**config.mk**
```make
export PLATFORM = sky130hd
export DESIGN_NAME = alu_mode_sequencer
export DESIGN_NICKNAME = d
export VERILOG_FILES = /design/src/rtl/alu_mode_sequencer.sv
export SDC_FILE = /design/constraint.sdc
export NUM_CORES = 1
export LEC_CHECK = 0
export CAP_MARGIN = 10
export CORE_MARGIN = 2
export CORE_UTILIZATION = 54
export CTS_CLUSTER_DIAMETER = 120
export DETAILED_ROUTE_END_ITERATION = 10
export PLACE_DENSITY = 0.78
export REMOVE_ABC_BUFFERS = 1
export SETUP_SLACK_MARGIN = 0.5
export SLEW_MARGIN = 15
export SYNTH_ARGS = -nofsm -noshare
export SYNTH_HDL_FRONTEND = slang
export SYNTH_SLANG_ARGS = --single-unit
```
**constraint.sdc**
```tcl
create_clock -name clk -period 2.46 [get_ports clk]
set_clock_uncertainty 0.1 [all_clocks]
set_input_delay 0.369 -clock clk [delete_from_list [all_inputs] [get_ports clk]]
set_output_delay 0.369 -clock clk [all_outputs]
set_load 0.01 [all_outputs]
```
**src/rtl/alu_mode_sequencer.sv**
```systemverilog
// Buffers user mode codes in a FIFO, translates them to ALU opcodes and issues them one at a
// time, stalling after multiplies. Define MODE_REMAP_EN for a writable translation table.
module alu_mode_sequencer #(
    parameter int unsigned     MODE_W  = 4,
    parameter int unsigned     OP_W    = 4,
    parameter int unsigned     DEPTH   = 4,
    parameter int unsigned     MUL_LAT = 3,
    parameter logic [OP_W-1:0] MUL_OP  = OP_W'(4'b1100)
) (
    input  logic                   clk,
    input  logic                   rst_n,
    input  logic                   in_valid,
    input  logic [MODE_W-1:0]      in_mode,
    output logic                   in_ready,
    output logic                   out_valid,
    output logic [OP_W-1:0]        out_op,
    input  logic                   out_ready,
    output logic [$clog2(DEPTH):0] fifo_cnt,
    output logic                   busy,
    output logic                   err_illegal,
    input  logic                   err_clr
`ifdef MODE_REMAP_EN
    ,
    input  logic                   tbl_we,
    input  logic [3:0]             tbl_addr,
    input  logic [OP_W-1:0]        tbl_data
`endif
);

    localparam int unsigned PTR_W  = $clog2(DEPTH);
    localparam int unsigned CNT_W  = PTR_W + 1;
    localparam int unsigned WCNT_W = (MUL_LAT > 2) ? $clog2(MUL_LAT) : 1;

    localparam logic [1:0] ST_IDLE     = 2'd0;
    localparam logic [1:0] ST_HOLD     = 2'd1;
    localparam logic [1:0] ST_MUL_WAIT = 2'd2;

    function automatic logic [3:0] f_default_op(input logic [3:0] mode);
        logic [3:0] op;
        unique case (mode)
            4'h0: op = 4'b1000;
            4'h1: op = 4'b1001;
            4'h2: op = 4'b0110;
            4'h3: op = 4'b0111;
            4'h4: op = 4'b1010;
            4'h5: op = 4'b1011;
            4'h6: op = 4'b1110;
            4'h7: op = 4'b1111;
            4'h8: op = 4'b1100;
            4'h9: op = 4'b1101;
            4'hA: op = 4'b0000;
            4'hB: op = 4'b0001;
            4'hC: op = 4'b0010;
            4'hD: op = 4'b0011;
            4'hE: op = 4'b0100;
            4'hF: op = 4'b0101;
        endcase
        return op;
    endfunction

    logic [OP_W-1:0]   r_mem [DEPTH];
    logic [PTR_W-1:0]  r_wr_ptr;
    logic [PTR_W-1:0]  r_rd_ptr;
    logic [CNT_W-1:0]  r_cnt;
    logic [1:0]        r_state;
    logic              r_out_valid;
    logic [OP_W-1:0]   r_out_op;
    logic [WCNT_W-1:0] r_wcnt;
    logic              r_err;

    logic [3:0]        w_mode4;
    logic              w_legal;
    logic              w_accept;
    logic              w_push;
    logic              w_pop;
    logic              w_fifo_nempty;
    logic              w_mul_hit;
    logic [OP_W-1:0]   w_xlate;
    logic [OP_W-1:0]   w_head;
    logic [1:0]        w_state_nxt;
    logic              w_out_valid_nxt;
    logic [OP_W-1:0]   w_out_op_nxt;
    logic [WCNT_W-1:0] w_wcnt_nxt;
    logic              w_err_nxt;

    assign w_mode4       = 4'(in_mode);
    assign w_legal       = ((in_mode >> 4) == '0);
    assign w_accept      = in_valid & in_ready;
    assign w_push        = w_accept & w_legal;
    assign w_fifo_nempty = (r_cnt != '0);
    assign w_head        = r_mem[r_rd_ptr];
    // With a single-cycle multiplier the stall collapses and MUL_OP issues like any other op.
    assign w_mul_hit     = (r_out_op == MUL_OP) && (MUL_LAT > 1);

`ifdef MODE_REMAP_EN
    logic [OP_W-1:0] r_tbl [16];

    always_ff @(posedge clk or negedge rst_n) begin
        if (!rst_n) begin
            for (int i = 0; i < 16; i++) begin
                r_tbl[i] <= OP_W'(f_default_op(4'(i)));
            end
        end else if (tbl_we) begin
            r_tbl[tbl_addr] <= tbl_data;
        end
    end

    assign w_xlate = r_tbl[w_mode4];
`else
    assign w_xlate = OP_W'(f_default_op(w_mode4));
`endif

    always_comb begin
        w_state_nxt     = r_state;
        w_out_valid_nxt = r_out_valid;
        w_out_op_nxt    = r_out_op;
        w_wcnt_nxt      = r_wcnt;
        w_pop           = 1'b0;
        unique case (r_state)
            ST_IDLE: begin
                if (w_fifo_nempty) begin
                    w_pop           = 1'b1;
                    w_out_op_nxt    = w_head;
                    w_out_valid_nxt = 1'b1;
                    w_state_nxt     = ST_HOLD;
                end
            end
            ST_HOLD: begin
                if (out_ready) begin
                    if (w_mul_hit) begin
                        w_out_valid_nxt = 1'b0;
                        w_wcnt_nxt      = WCNT_W'(MUL_LAT - 1);
                        w_state_nxt     = ST_MUL_WAIT;
                    end else if (w_fifo_nempty) begin
                        w_pop        = 1'b1;
                        w_out_op_nxt = w_head;
                    end else begin
                        w_out_valid_nxt = 1'b0;
                        w_state_nxt     = ST_IDLE;
                    end
                end
            end
            ST_MUL_WAIT: begin
                w_wcnt_nxt = r_wcnt - WCNT_W'(1);
                if (r_wcnt == WCNT_W'(1)) begin
                    w_state_nxt = ST_IDLE;
                end
            end
            default: begin
                w_out_valid_nxt = 1'b0;
                w_state_nxt     = ST_IDLE;
            end
        endcase
    end

    // A new illegal accept outranks a simultaneous clear.
    always_comb begin
        w_err_nxt = r_err;
        if (w_accept && !w_legal) begin
            w_err_nxt = 1'b1;
        end else if (err_clr) begin
            w_err_nxt = 1'b0;
        end
    end

    always_ff @(posedge clk or negedge rst_n) begin
        if (!rst_n) begin
            r_wr_ptr    <= '0;
            r_rd_ptr    <= '0;
            r_cnt       <= '0;
            r_state     <= ST_IDLE;
            r_out_valid <= 1'b0;
            r_out_op    <= '0;
            r_wcnt      <= '0;
            r_err       <= 1'b0;
        end else begin
            if (w_push) begin
                r_wr_ptr <= r_wr_ptr + PTR_W'(1);
            end
            if (w_pop) begin
                r_rd_ptr <= r_rd_ptr + PTR_W'(1);
            end
            r_cnt       <= r_cnt + CNT_W'(w_push) - CNT_W'(w_pop);
            r_state     <= w_state_nxt;
            r_out_valid <= w_out_valid_nxt;
            r_out_op    <= w_out_op_nxt;
            r_wcnt      <= w_wcnt_nxt;
            r_err       <= w_err_nxt;
        end
    end

    always_ff @(posedge clk) begin
        if (w_push) begin
            r_mem[r_wr_ptr] <= w_xlate;
        end
    end

    assign in_ready    = (r_cnt != CNT_W'(DEPTH));
    assign out_valid   = r_out_valid;
    assign out_op      = r_out_op;
    assign fifo_cnt    = r_cnt;
    assign busy        = w_fifo_nempty | r_out_valid | (r_state == ST_MUL_WAIT);
    assign err_illegal = r_err;

endmodule

```
## After elaboration in Yosys (flattened, before gate mapping)

Memories as Yosys holds them, arrays and structs flattened.
Cells that the tools add are included.

| word-level totals | value |
|---|---|
| flip-flop bits (word level) | 16 |
| bits in latches | 0 |
| RAM bits | 16 |
| memory bits (read-only) | 64 |
| bits of input ports | 9 |
| output and inout bits | 11 |
| logic and storage cells | 61 |
| memories kept | 2 |

Memory list:

| name | depth | bits a word | rd ports | clocked after Yosys merged registers in | write ports | line | source |
|---|---|---|---|---|---|---|---|
| (name not given) | 16 | 4 | 1 | 0 | 0 | 40 | `unique case (mode)` |
| r_mem | 4 | 4 | 1 | 0 | 1 | 61 | `logic [OP_W-1:0] r_mem [DEPTH];` |

| cells by class | value |
|---|---|
| add/subtract/negate cells | 5 |
| multiply operators | 0 |
| div/mod/pow operators | 0 |
| magnitude comparators | 0 |
| equal/unequal tests | 11 |
| shift-type cells | 0 |
| mux-type cells | 24 |
| bitwise logic cells | 4 |
| reductions and logical operators | 8 |

Operators with widths:

| operator | number |
|---|---|
| 2-bit two-way mux | 7 |
| 4-bit two-way mux | 3 |
| 2-bit inequality test, second input constant | 5 |
| 1-bit two-way mux | 9 |
| 4-bit one-hot mux with 2 select lines | 1 |
| 4-bit AND reduction | 2 |
| 3-bit inequality test, second input constant | 2 |
| 2-bit one-hot mux with 3 select lines | 1 |
| 3-bit AND reduction | 2 |
| 2-bit by 1-bit adder with 2-bit output, second input constant | 2 |
| 2-bit by 1-bit equality test with 1-bit output, second input constant | 2 |
| 4-bit equality test, second input constant | 1 |
| 2-bit one-hot mux with 2 select lines | 1 |
| 2-bit nonzero test | 2 |
| 3-bit by 1-bit adder with 3-bit output | 1 |
| 1-bit one-hot mux with 3 select lines | 1 |
| 3-bit nonzero test | 1 |
| 3-bit by 1-bit subtractor with 3-bit output | 1 |
| 2-bit equality test, second input constant | 1 |
| 2-bit logical NOT | 1 |
| 1-bit OR | 2 |
| 1-bit one-hot mux with 2 select lines | 1 |
| 2-bit by 1-bit subtractor with 2-bit output, second input constant | 1 |
| 1-bit AND | 1 |
| 1-bit NOT | 1 |

## Logic depth before layout (Yosys ltp)

Gate-level depths: netlist of the first run.

| logic depth | value |
|---|---|
| depth in word-level cells | 6 |
| depth in mapped cells | 8 |
| depth with buffers taken out | 8 |

## Least setup slack after synthesis of the first run

OpenSTA, ideal clock, no wires.

| timing path | value |
|---|---|
| kind | register to register |
| start point | reg r_cnt[1] (netlist: fifo_cnt[1]) |
| end point | reg r_cnt[2] (netlist: fifo_cnt[2]) |
| setup time | 0.123 ns |
| arrival | 2.024 ns |
| required time | 2.237 ns |
| path slack | 0.214 ns |
| stages on the path, launching flop included | 9 |
| path buffers | 0 |
| period minus slack after synthesis | 2.246 ns |
| cells stage by stage | dfrtp_1 or3b_1 and2_1 inv_1 ha_1 inv_1 ha_1 fa_1 xnor2_1 |

| on the way | value |
|---|---|
| elaborated cells between the ends (all ways) | 9 |
| those cells by class | add/sub (2); eq/ne (1); mux (4); bitwise (1); reduce/logical (1) |

RTL lines:

| element | line | source |
|---|---|---|
| start: declaration | 64 | `logic [CNT_W-1:0] r_cnt;` |
| start signal: assignment | 183 | `r_cnt <= r_cnt + CNT_W'(w_push) - CNT_W'(w_pop);` |
| 3-bit inequality test | 198 | `assign in_ready = (r_cnt != CNT_W'(DEPTH));` |
| named net in_ready | 14 | `output logic in_ready,` |
| 1-bit AND | 88 | `assign w_accept = in_valid & in_ready;` |
| 3-bit by 1-bit adder with 3-bit output | 183 |  |
| 3-bit by 1-bit subtractor with 3-bit output | 183 |  |

The timed path passes the listed nets, and every way through them passes these cells.
A chain may end at the register's enable or synchronous reset.

## Worst setup path after layout of the first run

| timing path | value |
|---|---|
| start point | reg r_cnt[1] (netlist: fifo_cnt[1]) |
| end point | out busy |

| on the way | value |
|---|---|
| longest elaborated chain between the ends | 3 |

Ends and longest elaborated chain:

| element | line | source |
|---|---|---|
| 3-bit nonzero test | 90 | `assign w_fifo_nempty = (r_cnt != '0);` |
| 1-bit OR (2 in series) | 202 | `assign busy = w_fifo_nempty \| r_out_valid \| (r_state == ST_MUL_WAIT);` |
| end: declaration | 19 | `output logic busy,` |

Every way passes these cells.

==> results.sh, run 1 <==
export IMPL_post_drt_wl_per_cell_um=15.0
export IMPL_synthCells=106
export IMPL_gr_total_overflow=0
export IMPL_hpwl_um=1760
export IMPL_ant_nets=0
export IMPL_crit_path_end_kind="output pin"
export IMPL_post_route_drc_count=0
export IMPL_h_tree_depth=2
export IMPL_clk_latency_ns=0.34
export IMPL_period_minus_slack_ns=2.13
export IMPL_vias_per_cell=5.60
export IMPL_grt_pass1_wl_um=4580
export IMPL_path_clk_slew_ns=0.10
export IMPL_cp_slowest_cell="dfrtp_2"
export IMPL_postSynthAreaPerCell_um2=14.9
export IMPL_crit_path_start_kind="flop"
export IMPL_nets=158
export IMPL_cp_max_fo=4
export IMPL_fin_crit_sh_pct=86.6
export IMPL_yosys_warnings=0
export IMPL_power_density_nw_per_um2=1250
export IMPL_worstPathRequired_ns=1.99
export IMPL_fin_tns_setup_ns=0
export IMPL_area_growth_pct=26.8
export IMPL_post_route_cell_area_um2=2000
export IMPL_crit_arrival_ns=1.66
export IMPL_first_pass_iters=2
export IMPL_fmax_mhz=469
export IMPL_start_util_pct=57.2
export IMPL_run_status="completed"
export IMPL_slew_violations=0
export IMPL_crit_top_cell="or3_4"
export IMPL_slew_headroom_pct=50.7
export IMPL_gp_congestion=0.735
export IMPL_antenna_found_initial=0
export IMPL_ys_seq_area_share_pct=55.8
export IMPL_rsz0062_at_grt="yes"
export IMPL_cts_hold_buf=0
export IMPL_hold_violations=0
export IMPL_ys_ff_latch=32
export IMPL_max_stage_delay_ns=0.45
export IMPL_p_leak_nw=0.836
export IMPL_synthTopCellsByArea="edfxtp_1 (30%), dfrtp_1 (25%), ha_1 (5.6%), mux2_2 (3.6%), mux4_1 (3.3%)"
export IMPL_core_um2=2760
export IMPL_grt_start_max_net_pins=17
export IMPL_crit_chain="or3_4, or3_4, buf_6"
export IMPL_num_vias=968
export IMPL_clock_path_buffers=2
export IMPL_drive_above_1_share_pct=34.5
export IMPL_dr_first_iter_drc_count=17
export IMPL_antenna_cells=0
export IMPL_critPathKind="reg -> out"
export IMPL_synth_top_cell_area_share_pct=30.5
export IMPL_cts_made_buffers=5
export IMPL_ir_drop_uv=1140
export IMPL_hp_class="in -> reg"
export IMPL_setup_viol=0
export IMPL_placed_area_um2=1760
export IMPL_num_rows=19
export IMPL_tightestPinTransition_ns=0.737
export IMPL_dieArea_um2=3370
export IMPL_grt_pass1_vias=983
export IMPL_whs_ns=0.310
export IMPL_synth_distinct_cells=38
export IMPL_syn_area_um2=1580
export IMPL_ios=20
export IMPL_die_w_um=58.1
export IMPL_wirelength_um=2600
export IMPL_cts_tree="yes"
export IMPL_place_port_buffers=17
export IMPL_die_h_um=58.1
export IMPL_synth_largest_area_cell="edfxtp_1"
export IMPL_cts_root_buffer="clkbuf_4"
export IMPL_maxCapViolations=0
export IMPL_clkSinkCount=32
export IMPL_track_usage_pct=19.5
[power breakdown]
part           total, W  internal [W]  switching, W
Combinational   0.00118      0.000710      0.000471
Clock          0.000410      0.000217      0.000193
Sequential     0.000914      0.000756      0.000158
Total           0.00250       0.00168      0.000821
[flip-flops by register name, summed over array words and instances (netlist names)]
register,cells
out_op,4
r_rd_ptr,2
r_state,2
r_mem,16
r_wcnt,2
fifo_cnt,3
out_valid,1
r_wr_ptr,2
[placed cells by master (no fill, tap or decap), drive strengths merged, types with 4 or more instances in the layout]
cell type	Yosys	final
and3	4	4
buf	1	17
clkbuf	3	5
clkdlybuf4s50	0	14
dfrtp	16	16
edfxtp	16	16
ha	7	7
inv	11	12
mux2	5	5
mux4	4	4
xnor2	4	4
[path summary, 6_finish.rpt]
path / from / endpoint / slack (ns) / cells after the start
min in group asynchronous: rst_n / r_wcnt[1] / 0.36 / 1
hold / removal: out_ready / r_state[1] / 0.31 / 3
setup reg to reg: fifo_cnt[2] / fifo_cnt[1] / 0.36 / 8
hold reg to reg: r_wcnt[1] / r_wcnt[1] / 0.47 / 2
setup / recovery: fifo_cnt[1] / busy / 0.33 / 3
max in group asynchronous: rst_n / fifo_cnt[0] / 1.39 / 1
[layout make-up]
cell class | count | area [µm²]
Sequential cell | 32 | 883
Fill cell | 182 | 757
Multi-Input combinational cell | 59 | 662
Timing Repair Buffer | 32 | 289
Clock inverter | 3 | 46.3
Inverter | 11 | 43.8
Tap cell | 31 | 38.8
Clock buffer | 5 | 37.5
[cell families after synthesis]
family,Yosys count,synth area share [%]
adder cells (fa/ha/maj),8,6.82
flip-flops,32,55.8
AND/OR/NAND/NOR,18,8.96
buffers and inverters,15,5.71
AO/OA/AOI/OAI,15,8.09
multiplexers,11,11.0
XOR/XNOR,6,3.33
other,1,0.238
[repair_timing]
action                                  4_1_cts  5_1_grt
endpoints found under the setup margin        4        4
pin swaps                                     6        5
buffers inserted                              9        3
gates resized for setup                      21        6
[cell usage after synthesis (all sizes together)]
master,count
or4bb,1
o2bb2ai,1
buf,1
nand2,1
a31oi,1
nor3,1
ha,7
mux2,5
o21a,1
inv,11
edfxtp,16
o21ai,2
clkbuf,3
a2111oi,1
dfrtp,16
or3,3
and2,1
xnor2,4
nand2b,1
and3,4
mux4,4
a22o,1
nor4bb,1
mux2i,2
o211ai,2
conb,1
a21boi,1
o21ba,1
fa,1
nor2b,3
a22oi,1
a21oi,2
or3b,1
xor2,2
nand3,1
o32ai,1
[metrics by stage]
| stage | total power [W] | util, % | worst slack, ns | instances |
|---|---|---|---|---|
| after detailed placement | 0.00183 | 63.8 | 0.00263 | 153 |
| final | 0.00250 | 72.5 | 0.330 | 173 |
| after floorplan | 0.00149 | - | 0.214 | 102 |
| after global routing | 0.00267 | 72.5 | 0.292 | 173 |
| after global placement | 0.00179 | 63.8 | 0.0259 | 153 |
| after CTS | 0.00245 | 70.7 | 0.328 | 170 |
[routing by layer]
layer,vias to the layer above,track usage (%),wire length [µm]
met5,-,0,0
met4,0,9.97,61
met3,7,7.59,113
met2,20,31.3,1380
met1,478,22.8,1040
li1,463,-,-
[worst max-delay path: cells and delay by family (launching register included)]
family	cells	cell delay, ns
buf+inv	1	0.13
flops	1	0.45
simple gates	2	0.75
(Power assumes the default switching activity.)
==> run 2: changes to the inputs <==
--- a/config.mk
+++ b/config.mk
@@ -6,10 +6,12 @@
 export NUM_CORES = 1
 export LEC_CHECK = 0
 export CAP_MARGIN = 10
+export CORE_ASPECT_RATIO = 0.7
 export CORE_MARGIN = 2
 export CORE_UTILIZATION = 54
 export CTS_CLUSTER_DIAMETER = 120
 export DETAILED_ROUTE_END_ITERATION = 10
+export GPL_TIMING_DRIVEN = 0
 export PLACE_DENSITY = 0.78
 export REMOVE_ABC_BUFFERS = 1
 export SETUP_SLACK_MARGIN = 0.5
==> results.sh, run 2 (synthesis gave the netlist of run 1 again) <==
export IMPL_track_usage_pct=20.6
export IMPL_num_vias=971
export IMPL_r2r_setup_slack_ns=0.35
export IMPL_cp_depth=7
export IMPL_setup_viol=0
export IMPL_clkSinkCount=32
export IMPL_place_port_buffers=17
export IMPL_nets=161
export IMPL_clk_latency_ns=0.29
export IMPL_post_route_cell_area_um2=2010
export IMPL_dieArea_um2=3380
export IMPL_die_h_um=49.2
export IMPL_gp_congestion=0.722
export IMPL_ff2ff_path_depth=7
export IMPL_antenna_cells=0
export IMPL_vias_per_cell=5.36
export IMPL_cts_hold_buf=0
export IMPL_hold_violations=0
export IMPL_max_stage_delay_ns=0.41
export IMPL_grt_start_max_net_pins=17
export IMPL_crit_arrival_ns=2.18
export IMPL_ios=20
export IMPL_path_clk_slew_ns=0.06
export IMPL_hpwl_um=1900
export IMPL_clock_path_buffers=2
export IMPL_crit_path_start_kind="flop"
export IMPL_antenna_found_initial=0
export IMPL_grt_pass1_vias=1041
export IMPL_slew_headroom_pct=49.1
export IMPL_h_tree_depth=2
export IMPL_area_growth_pct=27.6
export IMPL_critPathKind="reg -> reg"
export IMPL_crit_start="out_op[1]"
export IMPL_hp_class="in -> async"
export IMPL_worst_r2r_endpoint="fifo_cnt[2]"
export IMPL_r2r_start="out_op[1]"
export IMPL_p_leak_nw=0.838
export IMPL_cp_max_fo=2
export IMPL_post_route_drc_count=0
export IMPL_dr_first_iter_drc_count=49
export IMPL_run_status="completed"
export IMPL_grt_pass1_wl_um=4830
export IMPL_layout_common_cells="buf_4 (17), edfxtp_1 (16), clkdlybuf4s50_1 (14), dfrtp_1 (13), inv_1 (9)"
export IMPL_core_um2=2780
export IMPL_wirelength_um=2930
export IMPL_cp_top_family="adder cells"
export IMPL_cts_tree="yes"
export IMPL_drive_above_1_share_pct=33.1
export IMPL_total_power_w=0.00251
export IMPL_num_rows=16
export IMPL_multiInputGateArea_um2=657
export IMPL_post_drt_wl_per_cell_um=16.2
export IMPL_period_minus_slack_ns=2.11
export IMPL_fin_tns_setup_ns=0
export IMPL_fin_cells=181
export IMPL_tightestPinTransition_ns=0.760
export IMPL_seq_area_um2=885
export IMPL_die_w_um=68.6
export IMPL_start_util_pct=56.7
export IMPL_gr_total_overflow=0
export IMPL_rsz0062_at_grt="yes"
export IMPL_placed_area_um2=1740
export IMPL_maxCapViolations=0
export IMPL_endpoint="fifo_cnt[2]"
export IMPL_critPathBufInv=1
export IMPL_power_density_nw_per_um2=1250
export IMPL_ir_drop_uv=877
export IMPL_crit_chain="nor4bb_4, a2111oi_4, ha_4, inv_2, ha_4, fa_2, xnor2_2"
export IMPL_fmax_mhz=473
export IMPL_cp_slowest_cell="dfrtp_1"
export IMPL_ant_nets=0
export IMPL_layout_commonest_cell="buf_4"
export IMPL_max_flop_register="r_mem"
export IMPL_cts_made_buffers=5
export IMPL_worstPathRequired_ns=2.53
export IMPL_largest_reg_flops=16
export IMPL_fin_crit_sh_pct=85.9
export IMPL_crit_path_end_kind="flop"
export IMPL_dp_cells=155
export IMPL_cts_root_buffer="clkbuf_8"
export IMPL_first_pass_iters=4
export IMPL_crit_top_cell="ha_4"
export IMPL_fillers=190
export IMPL_slew_violations=0
[run 2: changes by cell type in the layout (fill, tap and decap cells not counted), sizes merged]
cell / delta
dlymetal6s2s: -1
clkdlybuf4s15: +1
clkinv: +1
buf: +2
bufinv: -1
dlygate4sd2: +1
inv: -1
clkbuf: +2
clkinvlp: -1
[run 2: area by class of cell]
class | count | share of cell area, %
Clock buffer | 7 | 3.79
Clock inverter | 1 | 0.186
Tap cell | 36 | 2.24
Multi-Input combinational cell | 59 | 32.6
Inverter | 11 | 2.18
Sequential cell | 32 | 43.9
Timing Repair Buffer | 35 | 15.0
[run 2: how the worst min path moves through the flow]
stage / start / endpoint / slack (ns) / cells past startpoint
final: rst_n / out_op[1] / 0.43 / 1
after global routing: r_wr_ptr[1] / r_wr_ptr[1] / 0.49 / 1
after CTS: rst_n / out_op[1] / 0.46 / 1
after detailed placement: r_wcnt[1] / r_wcnt[1] / 0.46 / 2
after global placement: r_wcnt[1] / r_wcnt[1] / 0.43 / 2
after floorplan: rst_n / fifo_cnt[0] / -0.03 / 0
[run 2: timing repair]
action / in CTS / in global routing
resized for setup: 20 / 3
cloned: 0 / 0
pin swaps: 6 / 6
setup endpoints to repair: 5 / 4
setup buffers: 15 / 3
[run 2: metal layers]
metal  GRT usage [%]  vias up  share of wire (%)
li1                -      459                  -
met2            31.1       28                 48
met4            11.7        0                2.6
met3            5.54        6                4.2
met1            26.6      478                 45
met5               0        -                  0
[run 2: metrics by stage]
step	hold WS (ns)	utilization (%)	setup WS, ns
after detailed placement	0.457	62.7	-0.313
after global placement	0.429	62.7	-0.260
after CTS	0.459	71.1	0.350
after floorplan	-0.0266	-	0.214
after global routing	0.495	72.3	0.274
final	0.425	72.3	0.348
[run 2: report_power, final]
group	switching, W	total [W]	internal, W
logic	0.000466	0.00118	0.000718
clock network	0.000186	0.000382	0.000196
registers	0.000183	0.000943	0.000760
total	0.000835	0.00251	0.00167
